### config.mk
export PLATFORM = sky130hd
export DESIGN_NAME = video_timing_gen
export DESIGN_NICKNAME = d
export VERILOG_FILES = /design/src/rtl/video_timing_pkg.sv /design/src/rtl/video_timing_gen_axis_cnt.sv /design/src/rtl/video_timing_gen.sv
export SDC_FILE = /design/constraint.sdc
export NUM_CORES = 1
export LEC_CHECK = 0
export CAP_MARGIN = 20
export CORE_MARGIN = 2
export CORE_UTILIZATION = 50
export CTS_BUF_LIST = sky130_fd_sc_hd__clkbuf_16
export CTS_CLUSTER_SIZE = 10
export DETAILED_ROUTE_END_ITERATION = 6
export PLACE_DENSITY = 0.7
export SYNTH_ARGS = -nofsm -noshare
export SYNTH_HDL_FRONTEND = slang
export SYNTH_HIERARCHICAL = 1
export SYNTH_SLANG_ARGS = --single-unit
### constraint.sdc
create_clock -name in_pclk -period 13.5 [get_ports in_pclk]
set_clock_uncertainty 0.2 [all_clocks]
set_input_delay 2.025 -clock in_pclk [delete_from_list [all_inputs] [get_ports in_pclk]]
set_output_delay 2.025 -clock in_pclk [all_outputs]
set_load 0.02 [all_outputs]
### src/rtl/video_timing_pkg.sv
// Shared timing types, the 640x480 default raster and DE-window helpers
// for the raster timing generator.
package video_timing_pkg;

  // Widest timing field the generator supports; narrower CNT_WIDTH values zero-extend.
  localparam int TIMING_W = 16;

  typedef logic [TIMING_W:0] tsum_t;

  typedef struct packed {
    logic [TIMING_W-1:0] h_sync;
    logic [TIMING_W-1:0] h_bp;
    logic [TIMING_W-1:0] h_act;
    logic [TIMING_W-1:0] h_fp;
    logic [TIMING_W-1:0] v_sync;
    logic [TIMING_W-1:0] v_bp;
    logic [TIMING_W-1:0] v_act;
    logic [TIMING_W-1:0] v_fp;
  } timing_cfg_t;

  typedef struct packed {
    tsum_t start;
    tsum_t stop;
  } de_win_t;

  localparam timing_cfg_t TIMING_640x480 = '{
    h_sync: TIMING_W'(96),  h_bp: TIMING_W'(48), h_act: TIMING_W'(640), h_fp: TIMING_W'(16),
    v_sync: TIMING_W'(2),   v_bp: TIMING_W'(33), v_act: TIMING_W'(480), v_fp: TIMING_W'(10)
  };

  // Active window on one axis: [sync+bp, sync+bp+act).
  function automatic de_win_t de_window(input logic [TIMING_W-1:0] sync, bp, act);
    de_win_t w;
    w.start = tsum_t'(sync) + tsum_t'(bp);
    w.stop  = w.start + tsum_t'(act);
    return w;
  endfunction

  function automatic tsum_t axis_total(input logic [TIMING_W-1:0] sync, bp, act, fp);
    return tsum_t'(sync) + tsum_t'(bp) + tsum_t'(act) + tsum_t'(fp);
  endfunction

endpackage

### src/rtl/video_timing_gen_axis_cnt.sv
// One raster axis: advances by step when enabled, wraps to 0 on reaching total.
module timing_axis_cnt #(
  parameter int W = 12
) (
  input  logic         in_pclk,
  input  logic         in_rst,
  input  logic         wrap_en,
  input  logic [W-1:0] step,
  input  logic [W-1:0] total,
  output logic [W-1:0] count,
  output logic         wrap
);

  logic [W:0] nxt;

  assign nxt  = {1'b0, count} + {1'b0, step};
  assign wrap = wrap_en && (nxt == {1'b0, total});

  always_ff @(posedge in_pclk) begin
    if (in_rst)       count <= '0;
    else if (wrap_en) count <= wrap ? '0 : nxt[W-1:0];
  end

endmodule

### src/rtl/video_timing_gen.sv
// Runtime-reprogrammable raster timing generator: HS/VS/DE, coordinates and
// SOF/EOL strobes, PPC pixels per clock, shadow config applied at frame wrap.
module video_timing_gen
  import video_timing_pkg::*;
#(
  parameter int CNT_WIDTH      = 12,
  parameter int PPC            = 1,
  parameter bit HS_ACTIVE_HIGH = 1'b0,
  parameter bit VS_ACTIVE_HIGH = 1'b0,
  parameter int DEF_H_SYNC     = int'(TIMING_640x480.h_sync),
  parameter int DEF_H_BP       = int'(TIMING_640x480.h_bp),
  parameter int DEF_H_ACT      = int'(TIMING_640x480.h_act),
  parameter int DEF_H_FP       = int'(TIMING_640x480.h_fp),
  parameter int DEF_V_SYNC     = int'(TIMING_640x480.v_sync),
  parameter int DEF_V_BP       = int'(TIMING_640x480.v_bp),
  parameter int DEF_V_ACT      = int'(TIMING_640x480.v_act),
  parameter int DEF_V_FP       = int'(TIMING_640x480.v_fp)
) (
  input  logic                 in_pclk,
  input  logic                 in_rst,
  input  logic                 in_enable,
  input  logic                 in_cfg_load,
  input  logic [CNT_WIDTH-1:0] in_cfg_h_sync,
  input  logic [CNT_WIDTH-1:0] in_cfg_h_bp,
  input  logic [CNT_WIDTH-1:0] in_cfg_h_act,
  input  logic [CNT_WIDTH-1:0] in_cfg_h_fp,
  input  logic [CNT_WIDTH-1:0] in_cfg_v_sync,
  input  logic [CNT_WIDTH-1:0] in_cfg_v_bp,
  input  logic [CNT_WIDTH-1:0] in_cfg_v_act,
  input  logic [CNT_WIDTH-1:0] in_cfg_v_fp,
  output logic                 out_cfg_pending,
  output logic [CNT_WIDTH-1:0] out_x,
  output logic [CNT_WIDTH-1:0] out_y,
  output logic                 out_de,
  output logic                 out_hs,
  output logic                 out_vs,
  output logic                 out_sof,
  output logic                 out_eol
);

  localparam timing_cfg_t DEF_CFG = '{
    h_sync: TIMING_W'(DEF_H_SYNC), h_bp: TIMING_W'(DEF_H_BP),
    h_act:  TIMING_W'(DEF_H_ACT),  h_fp: TIMING_W'(DEF_H_FP),
    v_sync: TIMING_W'(DEF_V_SYNC), v_bp: TIMING_W'(DEF_V_BP),
    v_act:  TIMING_W'(DEF_V_ACT),  v_fp: TIMING_W'(DEF_V_FP)
  };
  localparam bit HS_ON = HS_ACTIVE_HIGH;
  localparam bit VS_ON = VS_ACTIVE_HIGH;

  timing_cfg_t act_cfg, pend_cfg, cfg_in;
  logic [CNT_WIDTH-1:0] h, v;
  logic h_wrap, v_wrap, frame_wrap;
  logic run_q, adv;

  assign cfg_in = '{
    h_sync: TIMING_W'(in_cfg_h_sync), h_bp: TIMING_W'(in_cfg_h_bp),
    h_act:  TIMING_W'(in_cfg_h_act),  h_fp: TIMING_W'(in_cfg_h_fp),
    v_sync: TIMING_W'(in_cfg_v_sync), v_bp: TIMING_W'(in_cfg_v_bp),
    v_act:  TIMING_W'(in_cfg_v_act),  v_fp: TIMING_W'(in_cfg_v_fp)
  };

  // The first enabled edge after reset only arms run_q, so h=v=0 is decoded on the next one.
  always_ff @(posedge in_pclk) begin
    if (in_rst)         run_q <= 1'b0;
    else if (in_enable) run_q <= 1'b1;
  end

  assign adv        = in_enable && run_q;
  assign frame_wrap = v_wrap;

  timing_axis_cnt #(.W(CNT_WIDTH)) u_h_cnt (
    .in_pclk (in_pclk),
    .in_rst  (in_rst),
    .wrap_en (adv),
    .step    (CNT_WIDTH'(PPC)),
    .total   (CNT_WIDTH'(axis_total(act_cfg.h_sync, act_cfg.h_bp, act_cfg.h_act, act_cfg.h_fp))),
    .count   (h),
    .wrap    (h_wrap)
  );

  timing_axis_cnt #(.W(CNT_WIDTH)) u_v_cnt (
    .in_pclk (in_pclk),
    .in_rst  (in_rst),
    .wrap_en (h_wrap),
    .step    (CNT_WIDTH'(1)),
    .total   (CNT_WIDTH'(axis_total(act_cfg.v_sync, act_cfg.v_bp, act_cfg.v_act, act_cfg.v_fp))),
    .count   (v),
    .wrap    (v_wrap)
  );

  // A load always wins over a coincident wrap, so it waits for the following frame.
  always_ff @(posedge in_pclk) begin
    if (in_rst) begin
      act_cfg         <= DEF_CFG;
      pend_cfg        <= DEF_CFG;
      out_cfg_pending <= 1'b0;
    end else if (in_cfg_load) begin
      pend_cfg        <= cfg_in;
      out_cfg_pending <= 1'b1;
    end else if (frame_wrap && out_cfg_pending) begin
      act_cfg         <= pend_cfg;
      out_cfg_pending <= 1'b0;
    end
  end

  de_win_t hwin, vwin;
  tsum_t   h_ext, v_ext;
  logic    h_in, v_in, de_c, hs_c, vs_c, sof_c, eol_c;
  logic [CNT_WIDTH-1:0] x_c, y_c;

  assign hwin  = de_window(act_cfg.h_sync, act_cfg.h_bp, act_cfg.h_act);
  assign vwin  = de_window(act_cfg.v_sync, act_cfg.v_bp, act_cfg.v_act);
  assign h_ext = tsum_t'(h);
  assign v_ext = tsum_t'(v);
  assign h_in  = (h_ext >= hwin.start) && (h_ext < hwin.stop);
  assign v_in  = (v_ext >= vwin.start) && (v_ext < vwin.stop);
  assign de_c  = h_in && v_in;
  assign x_c   = de_c ? CNT_WIDTH'(h_ext - hwin.start) : '0;
  assign y_c   = de_c ? CNT_WIDTH'(v_ext - vwin.start) : '0;
  assign hs_c  = h_ext < tsum_t'(act_cfg.h_sync);
  assign vs_c  = v_ext < tsum_t'(act_cfg.v_sync);
  assign sof_c = de_c && (h_ext == hwin.start) && (v_ext == vwin.start);
  assign eol_c = de_c && ((h_ext + tsum_t'(PPC)) == hwin.stop);

  // Syncs keep their last level while held; everything else is blanked.
  always_ff @(posedge in_pclk) begin
    if (in_rst) begin
      out_de  <= 1'b0;
      out_sof <= 1'b0;
      out_eol <= 1'b0;
      out_x   <= '0;
      out_y   <= '0;
      out_hs  <= ~HS_ON;
      out_vs  <= ~VS_ON;
    end else if (adv) begin
      out_de  <= de_c;
      out_sof <= sof_c;
      out_eol <= eol_c;
      out_x   <= x_c;
      out_y   <= y_c;
      out_hs  <= hs_c ? HS_ON : ~HS_ON;
      out_vs  <= vs_c ? VS_ON : ~VS_ON;
    end else begin
      out_de  <= 1'b0;
      out_sof <= 1'b0;
      out_eol <= 1'b0;
      out_x   <= '0;
      out_y   <= '0;
    end
  end

endmodule

==> impl_metrics.ini, run 1 <==
[synthesis]
synth_cell_types = 76
synth-edff-count = 0
synth_commonest_cells = dfxtp_1, nand2_1, nor2_1
ys_seq_elements = 247
synthCells = 1812
synth.most_common_cell = dfxtp_1
synthArstFlopShare_pct = 0
synth_top_area_share_pct = 32.2
synth_largest_area_cell = dfxtp_1
yosysSeqAreaShare_pct = 32.2
syn_area_per_cell_um2 = 8.46
syn-cell-area_mm2 = 0.0153
ys.flop_type = dfxtp_1
yosysWarningCount = 6
ys_top_cells_by_area = dfxtp_1, ha_1, nand2_1

[pwr]
seq_power_share_pct = 47.7
total_power_w = 0.00161
pwr-share-clk_pct = 42.2
power.switching_w = 0.000384
peakVddDrop_mv = 0.0736
sw_frac_of_total_pct = 23.8
internal_power_w = 0.00123
p_per_area_mw_per_mm2 = 91.1
p_leak_nw = 7.62
power_frac_comb_pct = 10.1

[worst_setup_path]
worstPathRequired_ns = 13.77
crit_cells = 31
cpPeakStageDelay_ns = 0.73
crit_buf_inv = 1
cp_top_family = compound AO/OA/AOI/OAI gates
rr_startpoint = act_cfg[112]$_SDFFE_PP0P_
timing_worst_setup_path_type = reg -> reg
critPathLaunchType = register
r2r_cells = 31
end_kind = register
critPathSlowestCell = buf_4
cp.arrival_ns = 7.84
worst-path-max-fanout = 87
rrSetupSlack_ns = 5.93
crit_start = act_cfg[112]$_SDFFE_PP0P_

[cells_and_area]
final_area_mm2 = 0.0177
syn2layout_area_growth_pct = 15.6
finalNetCount = 2203
final_cell_count_no_fill = 2330
drive_gt1_share_pct = 3.98
antenna_cells = 0
register_area_mm2 = 0.00494
multiInputGateArea_mm2 = 0.00976
n_fill_cell = 2752

[grt]
grt_pass1_vias = 11766
grt_max_degree = 107
track_usage_pct = 23.8
overflow = 0
grt_pass1_wl_mm = 61.1
antenna_found_initial = 0

[worst_hold_path]
hold_depth = 2
hp-start = pend_cfg[48]$_SDFFE_PP0P_
hold_class = reg -> reg

[detailed_routing]
drt_wl_total_mm = 38.4
drtPass1Iterations = 5
drc = 0
drt_iter0_drc = 841
avgViaCountPerCell = 5.46
routedWlPerCell_um = 16.5
vias = 12722
ant_nets = 0

[floorplan]
coreArea_mm2 = 0.0304
initial_core_util_pct = 50.4
die_y_um = 179
die_x_um = 179
io_pins = 130
dieArea_mm2 = 0.0321
rows = 64

[clocking]
root_buffer = clkbuf_16
path_clk_slew_ns = 0.05
numClockSinks = 247
insertion_delay_ns = 0.56
cts_max_level = 1
cts_buffer_depth = 3
cts_setup_buffers = 0
cts_tree = done
ctsResizeCount = 0
cts_hold_buf = 0
numCtsBuffers = 29

[timing]
finalMaxSlewViolations = 0
finalSetupViolCount = 0
holdWs_ns = 0.246
rsz0062_at_grt = false
fin_setup_tns_ns = 0
tightest_slew_ns = 0.989
post-route-period-util_pct = 56.1
final_hold_viol_count = 0
fmaxAchievable_ghz = 0.132
maxSlewHeadroom_pct = 34.1
finalCriticalPeriod_ns = 7.57

[placed_design]
dp.final_hpwl_mm = 29.1
io_buffers = 129
gp_congestion = 0.907
dp.cells = 2293
place_area_mm2 = 0.0169

[status]
outcome = finished clean

[flow_run]
drv_cap = 0
## per-stage QoR
stage | setup WS [ns] | utilization (%)
4_1_cts | 5.91 | 58.2
3_5_place_dp | 5.94 | 55.6
3_3_place_gp | 6.17 | 55.6
5_1_grt | 5.22 | 58.3
2_1_floorplan | 6.95 | -
6_report | 5.93 | 58.3
## cell usage in the layout, fill, tap and decap left out, types with 7 or more instances in the layout
| master | netlist | routed |
|---|---|---|
| clkbuf_16 | 0 | 29 |
| nand3b_1 | 16 | 16 |
| or2_2 | 7 | 7 |
| a31oi_1 | 12 | 12 |
| a22oi_1 | 20 | 20 |
| nor2_1 | 172 | 171 |
| fa_1 | 10 | 10 |
| nor2b_1 | 31 | 31 |
| o211ai_1 | 21 | 21 |
| clkdlybuf4s50_1 | 0 | 127 |
| mux2i_1 | 81 | 81 |
| nand3_1 | 34 | 34 |
| nor3_1 | 29 | 29 |
| conb_1 | 2 | 26 |
| o31a_1 | 9 | 9 |
| o21a_1 | 18 | 18 |
| a211o_1 | 20 | 20 |
| and3_1 | 10 | 10 |
| a21oi_1 | 166 | 166 |
| nand4_1 | 10 | 10 |
| dfxtp_1 | 247 | 247 |
| inv_1 | 108 | 110 |
| o21bai_1 | 13 | 13 |
| o21ai_0 | 35 | 35 |
| ha_1 | 164 | 164 |
| a21o_1 | 30 | 30 |
| xor2_1 | 50 | 50 |
| xnor2_1 | 87 | 87 |
| a211oi_1 | 9 | 9 |
| nand2_1 | 236 | 236 |
| nand2b_1 | 12 | 12 |
## layer usage
layer	share of wire [%]	global-route usage [%]	vias to the layer above
met5	0	0	-
met4	1.9	5.04	0
met3	6.0	3.14	50
met2	40	34.6	319
met1	52	36.9	5867
li1	-	-	6486
## registers in the layout, indices dropped and copies added, names as in the netlist, 12 cells and up
register,cells
act_cfg,96
pend_cfg,96
out_x,12
out_y,12
u_h_cnt/count,12
u_v_cnt/count,12
## power groups by stage
stage / registers [W] / logic, W / clock network (W)
CTS: 0.000769 / 0.000161 / 0.000694
global route: 0.000772 / 0.000178 / 0.000723
floorplan: 0.000777 / 0.000110 / 0
detailed placement: 0.000785 / 0.000161 / 0
finish: 0.000770 / 0.000163 / 0.000681
global placement: 0.000785 / 0.000158 / 0
## path summary, 6_finish.rpt
path	endpoint
worst min-delay path	act_cfg[48]$_SDFFE_PP0P_
worst max register to register	act_cfg[72]$_SDFFE_PP0P_
worst min register to register	act_cfg[48]$_SDFFE_PP0P_
worst max-delay path	act_cfg[72]$_SDFFE_PP0P_
## worst min-delay path: cells and delay by family (launching register included)
family             cells  cell delay (ns)
DFF                    1             0.31
and+or+nand+nor        1             0.05
AOI/OAI and AO/OA      1             0.05
## cell type report
| class | count | area share (%) |
|---|---|---|
| multi-input cells | 1409 | 55.0 |
| flip-flops and latches | 247 | 27.9 |
| repair buffers | 134 | 7.55 |
| clock buffers | 29 | 4.09 |
| well taps | 396 | 2.80 |
| inverters | 108 | 2.29 |
| clock inverters | 7 | 0.332 |
## kinds of logic (layout without fill, tap and decap cells)
kind of cell / after synthesis / count (layout) / share of synthesized area [%]
flip-flops: 247 / 247 / 32.2
multiplexers: 81 / 81 / 5.29
AO/OA/AOI/OAI: 395 / 395 / 16.9
buffers and inverters: 180 / 278 / 4.76
AND/OR/NAND/NOR: 591 / 591 / 17.5
adder cells (fa/ha/maj): 174 / 174 / 14.7
other: 2 / 26 / 0.0490
XOR/XNOR: 142 / 142 / 8.49
Note: power is estimated with default switching activity, not from simulation.
==> inputs of run 2 (changes only) <==
==> constraint.sdc (replaced) <==
create_clock -name in_pclk -period 7.05 [get_ports in_pclk]
set_clock_uncertainty 0.2 [all_clocks]
set_input_delay 1.0575 -clock in_pclk [delete_from_list [all_inputs] [get_ports in_pclk]]
set_output_delay 1.0575 -clock in_pclk [all_outputs]
set_load 0.02 [all_outputs]
==> impl_metrics.ini, run 2 (synthesized netlist as in run 1, its figures left out) <==
[status]
outcome = finished clean

[timing]
final_hold_viol_count = 0
finalSetupViolCount = 0
post-route-period-util_pct = 93.9
maxSlewHeadroom_pct = 36.8
finalMaxSlewViolations = 0
finalCriticalPeriod_ns = 6.62
tightest_slew_ns = 0.948
fmaxAchievable_ghz = 0.151

[cells_and_area]
multiInputGateArea_mm2 = 0.00986
register_area_mm2 = 0.00495
syn2layout_area_growth_pct = 18.3
final_cell_count_no_fill = 2359
layout_commonest_cell = dfxtp_1
drive_gt1_share_pct = 5.96
finalNetCount = 2227
n_fill_cell = 2741
top_regs = act_cfg x96, pend_cfg x96
antenna_cells = 0
final_cell_mix = dfxtp_1, nand2_1, nor2_1
final_util_pct = 59.6

[clocking]
cts_buffer_depth = 3
numClockSinks = 247
path_clk_slew_ns = 0.06
insertion_delay_ns = 0.56
cts_tree = done
numCtsBuffers = 30
root_buffer = clkbuf_16
cts_max_level = 1
cts_hold_buf = 0

[pwr]
p_per_area_mw_per_mm2 = 174
peakVddDrop_mv = 0.169
p_leak_nw = 7.83

[floorplan]
coreArea_mm2 = 0.0304
dieArea_mm2 = 0.0321
io_pins = 130
rows = 64
initial_core_util_pct = 50.4
die_x_um = 179
die_y_um = 179

[placed_design]
dp.final_hpwl_mm = 29.7
gp_congestion = 0.923
io_buffers = 129
dp.cells = 2306

[worst_hold_path]
hold_class = reg -> reg
hp-start = pend_cfg[84]$_SDFFE_PP0P_

[worst_setup_path]
critPathSlowestCell = dfxtp_1
timing_worst_setup_path_type = reg -> reg
rr_startpoint = act_cfg[97]$_SDFFE_PP0P_
end_kind = register
critPathLaunchType = register
cpPeakStageDelay_ns = 0.39
cp.arrival_ns = 6.81
worst-path-max-fanout = 40
worstPathRequired_ns = 7.24
crit_start = act_cfg[97]$_SDFFE_PP0P_

[detailed_routing]
avgViaCountPerCell = 5.46
drt_wl_total_mm = 39.1
vias = 12881
drt_iter0_drc = 779
drtPass1Iterations = 5
ant_nets = 0
drc = 0
routedWlPerCell_um = 16.6

[grt]
overflow = 0
grt_pass1_vias = 11620
grt_pass1_wl_mm = 60.6
grt_max_degree = 100
antenna_found_initial = 0
track_usage_pct = 23.6

[flow_run]
drv_cap = 0
run 2: changes by cell type in the layout (fill, tap and decap cells not counted), sizes merged:
cell	previous run	this run
clkbuf	29	32
clkinv	3	7
buf	7	29
run 2: area by class of cell:
cell class,instances,area share [%]
well taps,396,2.73
clock inverters,11,0.386
inverters,108,2.23
flip-flops and latches,247,27.3
repair buffers,157,8.74
clock buffers,31,4.28
multi-input cells,1409,54.4
run 2: path summary, 6_finish.rpt:
check	to	slack [ns]	depth (start not counted)
setup / recovery	act_cfg[52]$_SDFFE_PP0P_	0.43	31
hold / removal	act_cfg[84]$_SDFFE_PP0P_	0.24	2
setup reg to reg	act_cfg[52]$_SDFFE_PP0P_	0.43	31
hold reg to reg	act_cfg[84]$_SDFFE_PP0P_	0.24	2
run 2: repair_timing:
item	in CTS	in global routing
endpoints found under the setup margin	0	96
buffers inserted	0	9
resized for setup	0	21
run 2: critical path, delay by kind of cell, from the launching register on:
kind                       cells  cell delay (ns)
xor gates and xnor gates       4             0.90
DFF                            1             0.39
adders and majority gates      3             0.90
and+or+nand+nor               12             2.01
AOI/OAI and AO/OA             10             1.72
buffers and inverters          2             0.30
run 2: report_power, final:
group,internal (W),switching [W],total (W),leakage [nW]
combinational,0.000161,0.000151,0.000312,5.39
clock,0.000806,0.000560,0.00137,0.428
sequential,0.00144,0.0000367,0.00147,2.01
total,0.00240,0.000748,0.00315,7.83
run 2: stage by stage:
stage | hold slack [ns] | setup slack [ns] | TNS, ns | cell area [um^2] | total power, W
CTS | 0.245 | 0.0708 | 0 | 17900 | 0.00317
global placement | 0.240 | 0.235 | 0 | 17100 | 0.00180
global route | 0.262 | -0.0537 | -2.37 | 18100 | 0.00327
floorplan | 0.230 | 0.504 | 0 | 15400 | 0.00170
finish | 0.241 | 0.430 | 0 | 18100 | 0.00315
detailed placement | 0.245 | 0.111 | 0 | 17100 | 0.00181
run 2: metal layers:
| layer | GRT usage [%] | up-vias | wire length [um] |
|---|---|---|---|
| met1 | 36.6 | 5929 | 20100 |
| met2 | 34.3 | 350 | 15800 |
| met4 | 5.98 | 0 | 926 |
| li1 | - | 6532 | - |
| met3 | 2.91 | 70 | 2240 |
| met5 | 0 | - | 0 |
==> inputs of run 3 (changes only) <==
--- a/config.mk
+++ b/config.mk
@@ -9,7 +9,6 @@
 export CORE_MARGIN = 2
 export CORE_UTILIZATION = 50
 export CTS_BUF_LIST = sky130_fd_sc_hd__clkbuf_16
-export CTS_CLUSTER_SIZE = 10
 export DETAILED_ROUTE_END_ITERATION = 6
 export PLACE_DENSITY = 0.7
 export SYNTH_ARGS = -nofsm -noshare
==> impl_metrics.ini, run 3 (synthesized netlist as in run 1, its figures left out) <==
[worst_setup_path]
critPathSlowestCell = dfxtp_1
worstPathRequired_ns = 7.23
critPathLaunchType = register
worst-path-max-fanout = 40
cpPeakStageDelay_ns = 0.40
timing_worst_setup_path_type = reg -> reg
end_kind = register
cp.arrival_ns = 6.77

[cells_and_area]
antenna_cells = 0
final_util_pct = 60.1
final_cell_mix = dfxtp_1, nand2_1, nor2_1
drive_gt1_share_pct = 6.39
register_area_mm2 = 0.00495
layout_commonest_cell = dfxtp_1
syn2layout_area_growth_pct = 19.2
top_regs = act_cfg x96, pend_cfg x96
finalNetCount = 2225
n_fill_cell = 2709
multiInputGateArea_mm2 = 0.00986

[timing]
fmaxAchievable_ghz = 0.152
finalMaxSlewViolations = 0
holdWs_ns = 0.244
maxSlewHeadroom_pct = 36.5
post-route-period-util_pct = 93.6
finalSetupViolCount = 0
final_hold_viol_count = 0
finalCriticalPeriod_ns = 6.60
fin_setup_tns_ns = 0
tightest_slew_ns = 0.953

[grt]
track_usage_pct = 23.7
grt_pass1_wl_mm = 60.8
overflow = 0
antenna_found_initial = 0
grt_pass1_vias = 11642
grt_max_degree = 100

[clocking]
cts_hold_buf = 0
path_clk_slew_ns = 0.07
cts_buffer_depth = 3
numClockSinks = 247
cts_max_level = 1
numCtsBuffers = 27
root_buffer = clkbuf_16
cts_tree = done
insertion_delay_ns = 0.54

[detailed_routing]
ant_nets = 0
routed-wl-met2_mm = 16.2
drt_iter0_drc = 826
routedWlPerCell_um = 16.7
dr_wl_met3_mm = 2.39
drt_wl_total_mm = 39.4
drc = 0
highest_layer = met4
drtPass1Iterations = 5
wl_met1_mm = 20.0
avgViaCountPerCell = 5.47
vias = 12942

[placed_design]
dp.final_hpwl_mm = 29.7
io_buffers = 129
gp_congestion = 0.923

[worst_hold_path]
hold_class = reg -> reg

[floorplan]
die_y_um = 179
die_x_um = 179
rows = 64
coreArea_mm2 = 0.0304
dieArea_mm2 = 0.0321
initial_core_util_pct = 50.4
io_pins = 130

[pwr]
peakVddDrop_mv = 0.167
p_leak_nw = 7.89
p_per_area_mw_per_mm2 = 180

[status]
outcome = finished clean

[flow_run]
drv_cap = 0
==> run 3: cell types whose count changed in the layout (fill, tap and decap cells not counted) <==
cell and change:
buf_12 -1, buf_16 +1, buf_4 -1, buf_6 +1, bufinv_16 +5, clkbuf_16 -3, clkinv_1 -2, clkinv_2 +2
clkinv_4 +1, clkinvlp_4 +2, inv_1 +1, inv_6 +2
==> run 3: routing by layer <==
metal	vias up	track usage [%]
met2	367	34.8
met4	0	5.58
met1	5968	36.6
met3	64	2.80
met5	-	0
li1	6543	-
==> run 3: area by class of cell <==
type / instances / area share [%]
inverter: 108 / 2.22
sequential: 247 / 27.1
clock inverter: 22 / 1.46
tap: 396 / 2.71
timing repair buffer: 158 / 8.88
multi-input combinational: 1409 / 54.0
clock buffer: 27 / 3.70
==> run 3: power breakdown <==
group	internal, W	leakage [nW]	switching [W]
clock	0.000917	0.473	0.000590
sequential	0.00144	2.01	0.0000367
combinational	0.000161	5.40	0.000152
==> run 3: critical path, delay by kind of cell (launching register included) <==
| family | cells | cell delay, ns |
|---|---|---|
| and+or+nand+nor | 12 | 2.03 |
| AOI/OAI and AO/OA | 10 | 1.71 |
| adders and majority gates | 3 | 0.91 |
| xor gates and xnor gates | 4 | 0.89 |
| DFF | 1 | 0.40 |
| buffers and inverters | 2 | 0.30 |
==> run 3: path summary, 6_finish.rpt <==
check / startpoint / end / slack, ns / cells past startpoint
worst max register to register: act_cfg[97]$_SDFFE_PP0P_ / act_cfg[119]$_SDFFE_PP0P_ / 0.45 / 31
worst min-delay path: pend_cfg[84]$_SDFFE_PP0P_ / act_cfg[84]$_SDFFE_PP0P_ / 0.24 / 2
worst min register to register: pend_cfg[84]$_SDFFE_PP0P_ / act_cfg[84]$_SDFFE_PP0P_ / 0.24 / 2
worst max-delay path: act_cfg[97]$_SDFFE_PP0P_ / act_cfg[119]$_SDFFE_PP0P_ / 0.45 / 31
==> run 3: per-stage QoR <==
stage | power [W] | setup slack, ns | std cells | area [um^2]
6_report | 0.00329 | 0.454 | 2367 | 18300
3_3_place_gp | 0.00180 | 0.235 | 2306 | 17100
3_5_place_dp | 0.00181 | 0.111 | 2306 | 17100
5_1_grt | 0.00341 | -0.0124 | 2367 | 18300
2_1_floorplan | 0.00170 | 0.504 | 1836 | 15400
4_1_cts | 0.00332 | 0.0635 | 2355 | 18000
==> run 3: repair_timing <==
item	4_1_cts	5_1_grt
setup endpoints to repair	0	96
gates resized for setup	0	23
setup buffers	0	9
